<file path="src/rtl/pwm_result_unloader_if.sv">
// Stream/BRAM signal bundle for the PWM result unloader.
// master is the unloader side; slave is the host + result BRAM side.
interface pwm_result_unloader_if #(
   parameter int LOGQ = 54,
   parameter int LOGN = 13
);
   logic            start;
   logic [LOGN-1:0] bram_rd_addr;
   logic [LOGQ-1:0] bram0_rd_data;
   logic [LOGQ-1:0] bram1_rd_data;
   logic [LOGQ-1:0] out_data;
   logic            out_valid;
   logic            out_ready;
   logic            out_last;
   logic            busy;
   logic            done;
   logic            mismatch;

   modport master (
      input  start, bram0_rd_data, bram1_rd_data, out_ready,
      output bram_rd_addr, out_data, out_valid, out_last, busy, done, mismatch
   );

   modport slave (
      output start, bram0_rd_data, bram1_rd_data, out_ready,
      input  bram_rd_addr, out_data, out_valid, out_last, busy, done, mismatch
   );
endinterface

</file>
<file path="src/rtl/pwm_result_unloader.sv">
// Streams N coefficients out of the duplicated result BRAMs through a credit-controlled
// FWFT buffer, flagging any disagreement between the two copies.
module pwm_result_unloader #(
   parameter int LOGQ       = 54,
   parameter int LOGN       = 13,
   parameter int RD_LAT     = 2,
   parameter int FIFO_DEPTH = 4
) (
   input logic                   clk,
   input logic                   rst,
   pwm_result_unloader_if.master bus
);
   localparam int CW = $clog2(FIFO_DEPTH + 1);
   localparam int PW = (FIFO_DEPTH > 1) ? $clog2(FIFO_DEPTH) : 1;
   localparam int IW = $clog2(RD_LAT + 1);

   if (FIFO_DEPTH < RD_LAT + 2) begin : g_depth_check
      $error("pwm_result_unloader: FIFO_DEPTH must be >= RD_LAT+2");
   end

   typedef enum logic [1:0] {S_IDLE, S_READ, S_DRAIN} state_t;

   state_t          state_q;
   logic [LOGN-1:0] cnt_q;
   logic [LOGN-1:0] addr_q;
   logic [RD_LAT-1:0] rd_vld_q, rd_vld_d;
   logic [RD_LAT-1:0] rd_last_q, rd_last_d;
   logic [IW-1:0]   infl_cnt_q, infl_cnt_d;
   logic [LOGQ-1:0] fifo_data_q [FIFO_DEPTH];
   logic [FIFO_DEPTH-1:0] fifo_last_q;
   logic [PW-1:0]   wr_ptr_q, rd_ptr_q;
   logic [CW-1:0]   fifo_cnt_q, fifo_cnt_d;
   logic            busy_q, done_q, mismatch_q;

   logic accept, credit, issue, push, push_last, pop, head_last, out_vld;

   function automatic logic [PW-1:0] ptr_inc(input logic [PW-1:0] p);
      return (int'(p) == FIFO_DEPTH - 1) ? '0 : p + PW'(1);
   endfunction

   // Credit counts both buffered entries and reads still in the BRAM pipeline
   always_comb begin
      accept     = (state_q == S_IDLE) && bus.start;
      credit     = (int'(fifo_cnt_q) + int'(infl_cnt_q)) < FIFO_DEPTH;
      issue      = credit && (accept || (state_q == S_READ));
      push       = rd_vld_q[RD_LAT-1];
      push_last  = rd_last_q[RD_LAT-1];
      out_vld    = (fifo_cnt_q != '0);
      pop        = out_vld && bus.out_ready;
      head_last  = fifo_last_q[rd_ptr_q];
      rd_vld_d   = '0;
      rd_last_d  = '0;
      rd_vld_d[0]  = issue;
      rd_last_d[0] = issue && (&cnt_q);
      for (int i = 1; i < RD_LAT; i++) begin
         rd_vld_d[i]  = rd_vld_q[i-1];
         rd_last_d[i] = rd_last_q[i-1];
      end
      infl_cnt_d = infl_cnt_q + IW'(issue) - IW'(push);
      fifo_cnt_d = fifo_cnt_q + CW'(push) - CW'(pop);
   end

   always_ff @(posedge clk) begin
      if (!rst) begin
         state_q    <= S_IDLE;
         cnt_q      <= '0;
         addr_q     <= '0;
         rd_vld_q   <= '0;
         rd_last_q  <= '0;
         infl_cnt_q <= '0;
         wr_ptr_q   <= '0;
         rd_ptr_q   <= '0;
         fifo_cnt_q <= '0;
         busy_q     <= 1'b0;
         done_q     <= 1'b0;
         mismatch_q <= 1'b0;
      end else begin
         rd_vld_q   <= rd_vld_d;
         rd_last_q  <= rd_last_d;
         infl_cnt_q <= infl_cnt_d;
         fifo_cnt_q <= fifo_cnt_d;
         done_q     <= 1'b0;
         if (issue) begin
            addr_q <= cnt_q;
            cnt_q  <= cnt_q + LOGN'(1);
         end
         if (push) begin
            wr_ptr_q <= ptr_inc(wr_ptr_q);
            if (bus.bram0_rd_data != bus.bram1_rd_data) mismatch_q <= 1'b1;
         end
         if (pop) rd_ptr_q <= ptr_inc(rd_ptr_q);
         case (state_q)
            S_IDLE: begin
               if (bus.start) begin
                  state_q    <= S_READ;
                  busy_q     <= 1'b1;
                  mismatch_q <= 1'b0;
               end
            end
            S_READ: begin
               if (issue && (&cnt_q)) begin
                  state_q <= S_DRAIN;
                  cnt_q   <= '0;
               end
            end
            S_DRAIN: begin
               if (pop && head_last) begin
                  state_q <= S_IDLE;
                  busy_q  <= 1'b0;
                  done_q  <= 1'b1;
               end
            end
            default: state_q <= S_IDLE;
         endcase
      end
   end

   // Buffer storage holds data only; occupancy is tracked by the control registers
   always_ff @(posedge clk) begin
      if (push) begin
         fifo_data_q[wr_ptr_q] <= bus.bram0_rd_data;
         fifo_last_q[wr_ptr_q] <= push_last;
      end
   end

   a_no_overflow: assert property (@(posedge clk) disable iff (!rst)
      !(push && !pop && (int'(fifo_cnt_q) == FIFO_DEPTH)));

   assign bus.bram_rd_addr = addr_q;
   assign bus.out_valid    = out_vld;
   assign bus.out_data     = out_vld ? fifo_data_q[rd_ptr_q] : '0;
   assign bus.out_last     = out_vld && head_last;
   assign bus.busy         = busy_q;
   assign bus.done         = done_q;
   assign bus.mismatch     = mismatch_q;
endmodule

</file>
<file path="src/flat_wrapper.sv">
// flat-port wrapper written by rule: the top's interface ports become plain ports
module pwm_result_unloader_flat 
#(
   parameter int LOGQ       = 54,
   parameter int LOGN       = 13,
   parameter int RD_LAT     = 2,
   parameter int FIFO_DEPTH = 4
)
  (clk, rst, bus_start, bus_bram0_rd_data, bus_bram1_rd_data, bus_out_ready, bus_bram_rd_addr, bus_out_data, bus_out_valid, bus_out_last, bus_busy, bus_done, bus_mismatch);
  pwm_result_unloader_if #(.LOGQ(LOGQ), .LOGN(LOGN)) bus_i ();
  input logic clk;
  input logic rst;
  input wire logic [$bits(bus_i.start)-1:0] bus_start;
  input wire logic [$bits(bus_i.bram0_rd_data)-1:0] bus_bram0_rd_data;
  input wire logic [$bits(bus_i.bram1_rd_data)-1:0] bus_bram1_rd_data;
  input wire logic [$bits(bus_i.out_ready)-1:0] bus_out_ready;
  output wire logic [$bits(bus_i.bram_rd_addr)-1:0] bus_bram_rd_addr;
  output wire logic [$bits(bus_i.out_data)-1:0] bus_out_data;
  output wire logic [$bits(bus_i.out_valid)-1:0] bus_out_valid;
  output wire logic [$bits(bus_i.out_last)-1:0] bus_out_last;
  output wire logic [$bits(bus_i.busy)-1:0] bus_busy;
  output wire logic [$bits(bus_i.done)-1:0] bus_done;
  output wire logic [$bits(bus_i.mismatch)-1:0] bus_mismatch;
  assign bus_i.start = bus_start;
  assign bus_i.bram0_rd_data = bus_bram0_rd_data;
  assign bus_i.bram1_rd_data = bus_bram1_rd_data;
  assign bus_i.out_ready = bus_out_ready;
  assign bus_bram_rd_addr = bus_i.bram_rd_addr;
  assign bus_out_data = bus_i.out_data;
  assign bus_out_valid = bus_i.out_valid;
  assign bus_out_last = bus_i.out_last;
  assign bus_busy = bus_i.busy;
  assign bus_done = bus_i.done;
  assign bus_mismatch = bus_i.mismatch;
  pwm_result_unloader #(.LOGQ(LOGQ), .LOGN(LOGN), .RD_LAT(RD_LAT), .FIFO_DEPTH(FIFO_DEPTH)) u_core (.clk(clk), .rst(rst), .bus(bus_i));
endmodule
</file>
<file path="config.mk">
export PLATFORM = sky130hd
export DESIGN_NAME = pwm_result_unloader_flat
export DESIGN_NICKNAME = d
export VERILOG_FILES = /design/src/rtl/pwm_result_unloader_if.sv /design/src/rtl/pwm_result_unloader.sv /design/src/flat_wrapper.sv
export SDC_FILE = /design/constraint.sdc
export NUM_CORES = 1
export LEC_CHECK = 0
export ABC_CLOCK_PERIOD_IN_PS = 2900
export CAP_MARGIN = 10
export CORE_UTILIZATION = 29
export DETAILED_ROUTE_END_ITERATION = 12
export PLACE_DENSITY = 0.58
export SYNTH_ARGS = -nofsm -noshare
export SYNTH_HDL_FRONTEND = slang
export SYNTH_SLANG_ARGS = --single-unit
</file>
<file path="constraint.sdc">
create_clock -name clk -period 2.9 [get_ports clk]
set_input_delay 0.87 -clock clk [delete_from_list [all_inputs] [get_ports clk]]
set_output_delay 0.87 -clock clk [all_outputs]
set_load 0.01 [all_outputs]
</file>
==> impl_metrics.py, run 1 <==
metrics = {
    "synthesis": {
        "avgSynthCellArea_um2": 16.9,
        "yosysWarningCount": 0,
        "synth.area.top_cells": "edfxtp_1 61%, mux4_2 11%, dfxtp_1 8.5%",
        "yosysTopAreaCell": "edfxtp_1",
        "ys_seq_area_share_pct": 69.7,
        "syn_inst": 637,
        "yosysTopAreaCellShare_pct": 61.2,
        "syn_area_um2": 10800,
        "ys_seq_elements": 266,
        "syn-num-nets": 761,
        "yosysUniqueCellTypes": 34,
        "async_flop_share_pct": 0,
        "ys.flop_type": "edfxtp_1",
        "synth_edf_count": 220,
    },
    "power": {
        "p_per_area_nw_per_um2": 795,
        "peakVddDrop_mv": 0.398,
        "leakage_nw": 5.08,
    },
    "drt": {
        "drt_iter0_drc": 324,
        "drc": 0,
        "via_count": 6295,
        "ant_nets": 0,
        "wire_per_inst_um": 20.8,
        "drt_first_pass_iters": 4,
        "vias_per_cell": 4.57,
        "postRouteWirelength_mm": 28.7,
    },
    "cts": {
        "clkSlewWorstSetupHoldPaths_ns": 0.05,
        "cts_tree": "built",
        "clkLatencyLatePin_ns": 0.51,
        "cts_buffers": 34,
        "cts_root_buf": "clkbuf_16",
        "cts.sinks": 266,
        "cts_htree_levels": 2,
        "clk_path_buf_depth": 3,
    },
    "worst_setup_path": {
        "cp_common_cell": "buf_12",
        "critPathKind": "reg2out",
        "cp_slowest_stage_delay_ns": 0.53,
        "crit_family": "multiplexers",
        "arrival_ns": 2.08,
        "endpoint_kind": "output pin",
        "path_cells": "buf_12 -> buf_12 -> buf_4 -> mux4_2 -> and2_1 -> buf_2",
        "crit_fanout": 8,
        "cp_slowest_cell": "mux4_2",
        "cp-start-kind": "register",
        "crit_required_ns": 2.03,
        "worst-path-buf-inv": 4,
    },
    "floorplanning": {
        "core_um2": 36600,
        "die_area_um2": 38000,
        "die_w_um": 195,
        "row_count": 70,
        "ios": 184,
        "start_util_pct": 29.5,
        "die_h_um": 195,
    },
    "timing": {
        "fin_ws_ns": -0.0524,
        "rsz0062_at_grt": "true",
        "tightest_slew_ns": 0.599,
        "clock.fmax_mhz": 339,
        "timing.final.crit_period_ns": 2.95,
        "fin_crit_sh_pct": 102,
        "hold_violations": 0,
        "drv_slew": 0,
        "setup_violations": 7,
        "max-slew-margin-rel_pct": 60.1,
        "tns_ns": -0.107,
        "skew_ns": 0.0168,
    },
    "placement": {
        "io_buffers": 183,
        "place.gp.congestion": 0.748,
        "place_inst": 1291,
        "dp_hpwl_mm": 18.8,
    },
    "grt": {
        "grt_pass1_vias": 6736,
        "groute.usage.overall_pct": 15.2,
        "antenna_found_initial": 5,
        "grt-ovfl-total": 0,
        "grt_pass1_wl_mm": 42.4,
        "grt_max_degree": 36,
    },
    "layout": {
        "fillers": 3387,
        "post-route-util_pct": 40.6,
        "area_delta_synth_final_pct": 37.7,
        "stdcell_count": 1376,
        "nNetsFinal": 1009,
        "drive_gt1_share_pct": 28.5,
    },
    "run_status": {
        "violations": "negative setup slack",
        "status": "finished with violations",
    },
    "flow_run": {
        "cap_violations": 0,
    },
    "hold_path": {
        "hp-class": "reg2reg",
    },
}
through the flow:
stage	hold slack [ns]	total power, mW	setup WS, ns	instance area (µm²)
after global placement	0.422	7.43	-0.294	13500
after CTS	0.440	11.8	-0.154	14700
after floorplan	0.412	5.91	0.533	10800
final	0.435	11.8	-0.0524	14900
after global routing	0.445	12.3	-0.119	14900
after detailed placement	0.428	7.44	-0.213	13500
report_power, final:
part	leakage, nW	internal (mW)	switching (mW)	total, mW
combinational	2.20	1.95	1.49	3.44
clock	0.516	2.41	1.55	3.96
sequential	2.36	4.30	0.105	4.41
total	5.08	8.67	3.14	11.8
final cells by class:
class,count,area (µm²),area share [%]
inverter,14,52.6,0.354
clock buffer,42,912,6.14
multi-input combinational,332,3200,21.5
sequential,266,7540,50.7
timing repair buffer,237,2420,16.3
clock inverter,15,145,0.977
tap,468,586,3.94
antenna,2,5.00,0.0337
cells by family after synthesis:
group | count (synthesis) | share of synthesized area [%]
fa+ha+maj | 12 | 1.46
simple gates | 168 | 8.68
flops | 266 | 69.7
compound gates | 28 | 1.44
buf+inv | 39 | 1.59
mux | 56 | 11.6
xor+xnor | 68 | 5.52
final timing paths:
path                        startpoint                   end  slack [ns]  cells past startpoint
hold / removal     u_core.rd_last_q[0]   u_core.rd_last_q[1]        0.44                      1
hold reg to reg    u_core.rd_last_q[0]   u_core.rd_last_q[1]        0.44                      1
setup / recovery              register      bus_out_data[42]       -0.05                      6
setup reg to reg  u_core.fifo_cnt_q[1]  u_core.fifo_cnt_q[2]        0.34                     12
layout by cell type, fill, tap and decap left out, drive strengths merged, types with 2 or more instances in the layout:
cell type and n:
bufinv 2, and4 3, xor2 31, and2 64, nor4 12, nand3 10, clkdlybuf4s50 128, clkbuf 44
buf 104, clkinv 10, diode 2, clkdlybuf4s15 2, ha 11, mux4 55, nand4 13, a21oi 22
nor2 18, o21ai 3, xnor2 37, dfxtp 46, or3 3, inv 16, edfxtp 220, nor3 4
nand2 39
state kept, by name (all words and copies together), names as in the netlist, named ones only:
| register | flops |
|---|---|
| u_core.bus.bram_rd_addr | 13 |
| u_core.bus.busy | 1 |
| u_core.bus.done | 1 |
| u_core.bus.mismatch | 1 |
| u_core.cnt_q | 13 |
| u_core.fifo_cnt_q | 3 |
| u_core.fifo_data_q | 216 |
| u_core.fifo_last_q | 4 |
| u_core.infl_cnt_q | 2 |
| u_core.rd_last_q | 2 |
| u_core.rd_ptr_q | 2 |
| u_core.rd_vld_q | 2 |
| u_core.state_q | 2 |
| u_core.wr_ptr_q | 2 |
routing by layer:
metal  wire length, µm  up-vias  GRT usage (%)
li1                  -     2911              -
met1             12800     3129           20.2
met2             13300      204           24.2
met3              2040       43           4.74
met4               472        8           3.30
met5                46        -              0
synth_stat cells, drive strengths merged, types with 10 or more instances:
| master | n |
|---|---|
| nor4 | 12 |
| buf | 10 |
| nand4 | 13 |
| edfxtp | 220 |
| xnor2 | 37 |
| dfxtp | 46 |
| nand2 | 39 |
| nor2 | 18 |
| and2 | 64 |
| ha | 11 |
| xor2 | 31 |
| inv | 13 |
| a21oi | 22 |
| nand3 | 10 |
| mux4 | 55 |
| clkbuf | 15 |
repair_timing:
action	4_1_cts	5_1_grt
pin swaps	14	9
cloned	4	0
hold buffers	0	0
resized for setup	244	49
endpoints found under the setup margin	56	44
buffers inserted	22	5
(Power assumes the default switching activity.)
==> run 2: changes to the inputs <==
Settings changed: ABC_CLOCK_PERIOD_IN_PS 2900 to default.
==> results of run 2 <==
The final DEF is identical to that of run 1; final timing and power are the same.
==> run 3: changes to the inputs <==
Settings changed: RECOVER_POWER from default to 100, SLEW_MARGIN from default to 20.
==> impl_metrics.py, run 3 (synthesis results as in run 1) <==
metrics = {
    "cts": {
        "cts_tree": "built",
        "clk_path_buf_depth": 3,
        "cts_root_buf": "clkbuf_16",
        "cts.sinks": 266,
        "cts_htree_levels": 2,
        "hold_buffers": 0,
        "cts_buffers": 34,
        "clkSlewWorstSetupHoldPaths_ns": 0.05,
        "clkLatencyLatePin_ns": 0.51,
    },
    "run_status": {
        "status": "finished with violations",
        "violations": "max-capacitance violations, max-slew violations, negative setup slack",
    },
    "placement": {
        "io_buffers": 183,
        "dp_hpwl_mm": 18.8,
        "place_worst_setup_slack_ns": -0.213,
        "place.gp.congestion": 0.748,
    },
    "power": {
        "p_total_mw": 11.7,
        "leakage_nw": 5.11,
        "peakVddDrop_mv": 0.396,
        "p_per_area_nw_per_um2": 795,
    },
    "hold_path": {
        "hp-class": "reg2reg",
    },
    "timing": {
        "skew_ns": 0.0141,
        "fin_hold_ws_ns": 0.435,
        "setup_violations": 6,
        "clock.fmax_mhz": 339,
        "fin_crit_sh_pct": 102,
        "tightest_slew_ns": 1.88,
        "hold_violations": 0,
        "timing.final.crit_period_ns": 2.95,
        "fin_ws_ns": -0.0475,
        "drv_slew": 75,
        "rsz0062_at_grt": "true",
        "max-slew-margin-rel_pct": -25.2,
    },
    "worst_setup_path": {
        "crit_fanout": 8,
        "critPathKind": "reg2out",
        "arrival_ns": 2.08,
        "regToRegSetupSlack_ns": 0.16,
        "reg2reg_from": "u_core.wr_ptr_q[0]",
        "rr_worst_depth": 4,
        "cp-start-kind": "register",
        "crit_required_ns": 2.03,
        "endpoint_kind": "output pin",
        "r2r_end": "u_core.fifo_data_q[0][5]",
        "cp-endpoint": "bus_out_data[42]",
    },
    "layout": {
        "nNetsFinal": 1009,
        "final_common_cell": "edfxtp_1",
        "multi_input_area_um2": 3150,
        "top_register": "u_core.fifo_data_q",
        "drive_gt1_share_pct": 26.9,
        "layout_common_cells": "220 x edfxtp_1, 72 x dlygate4sd3_1, 56 x clkdlybuf4s50_1, 55 x mux4_2, 43 x dfxtp_1",
        "post-route-util_pct": 40.4,
        "seqCellArea_um2": 7540,
        "fillers": 3408,
        "largest_reg_flops": 216,
        "area_delta_synth_final_pct": 36.9,
    },
    "grt": {
        "grt-ovfl-total": 0,
        "grt_pass1_wl_mm": 42.4,
        "groute.usage.overall_pct": 15.2,
        "grt_pass1_vias": 6736,
        "antenna_found_initial": 5,
        "grt_max_degree": 36,
    },
    "floorplanning": {
        "start_util_pct": 29.5,
        "ios": 184,
        "die_area_um2": 38000,
        "core_um2": 36600,
        "row_count": 70,
        "die_w_um": 195,
        "die_h_um": 195,
    },
    "drt": {
        "drt_iter0_drc": 288,
        "via_count": 6300,
        "vias_per_cell": 4.58,
        "ant_nets": 0,
        "drc": 0,
        "postRouteWirelength_mm": 28.6,
        "wire_per_inst_um": 20.8,
        "drt_first_pass_iters": 4,
    },
    "flow_run": {
        "cap_violations": 3,
    },
}
==> run 3: worst max-delay path, stage by stage, from the launching register on <==
cell and delay (ns):
dfxtp_4 0.39, buf_12 0.13, buf_12 0.12, buf_4 0.11, mux4_2 0.53, and2_1 0.16, buf_2 0.13
==> run 3: cell type report <==
type / count / area share [%]
tap: 468 / 3.96
timing repair buffer: 237 / 16.1
inverter: 14 / 0.356
multi-input combinational: 332 / 21.3
clock inverter: 15 / 0.982
sequential: 266 / 51.0
clock buffer: 42 / 6.17
antenna: 3 / 0.0508
==> run 3: power by group <==
group | internal [mW] | switching, mW | leakage [nW]
clock network | 2.41 | 1.55 | 0.516
registers | 4.30 | 0.102 | 2.36
logic | 1.90 | 1.48 | 2.23
total | 8.62 | 3.13 | 5.11
==> run 3: worst min path at each step <==
stage	endpoint	slack, ns	depth (start not counted)	from
floorplan	u_core.rd_last_q[1]	0.41	1	u_core.rd_last_q[0]
global placement	u_core.rd_vld_q[1]	0.42	1	u_core.rd_vld_q[0]
detailed placement	u_core.rd_vld_q[1]	0.43	1	u_core.rd_vld_q[0]
CTS	u_core.rd_last_q[1]	0.44	1	u_core.rd_last_q[0]
global route	u_core.rd_last_q[1]	0.45	1	u_core.rd_last_q[0]
finish	u_core.rd_last_q[1]	0.44	1	u_core.rd_last_q[0]
==> run 3: repair_timing <==
| action | in CTS | in global routing |
|---|---|---|
| resized for setup | 244 | 49 |
| buffers inserted | 22 | 5 |
| pin swaps | 14 | 9 |
| endpoints found under the hold margin | 0 | 0 |
| gates cloned | 4 | 0 |
| setup endpoints to repair | 56 | 44 |
==> run 3: metrics by stage <==
step           cell area, µm²  cells  setup TNS [ns]
5_1_grt                 14800   1374           -3.71
3_5_place_dp            13500   1291          -0.213
4_1_cts                 14700   1374           -1.57
2_1_floorplan           10800    637               0
3_3_place_gp            13500   1291          -0.294
6_report                14800   1377         -0.0792
==> run 3: routing by layer <==
layer / global-route usage [%] / vias to the layer above / routed length, µm
met5: 0 / - / 43
met1: 20.2 / 3126 / 12600
met2: 24.2 / 211 / 13300
met4: 3.30 / 8 / 418
li1: - / 2914 / -
met3: 4.74 / 41 / 2290
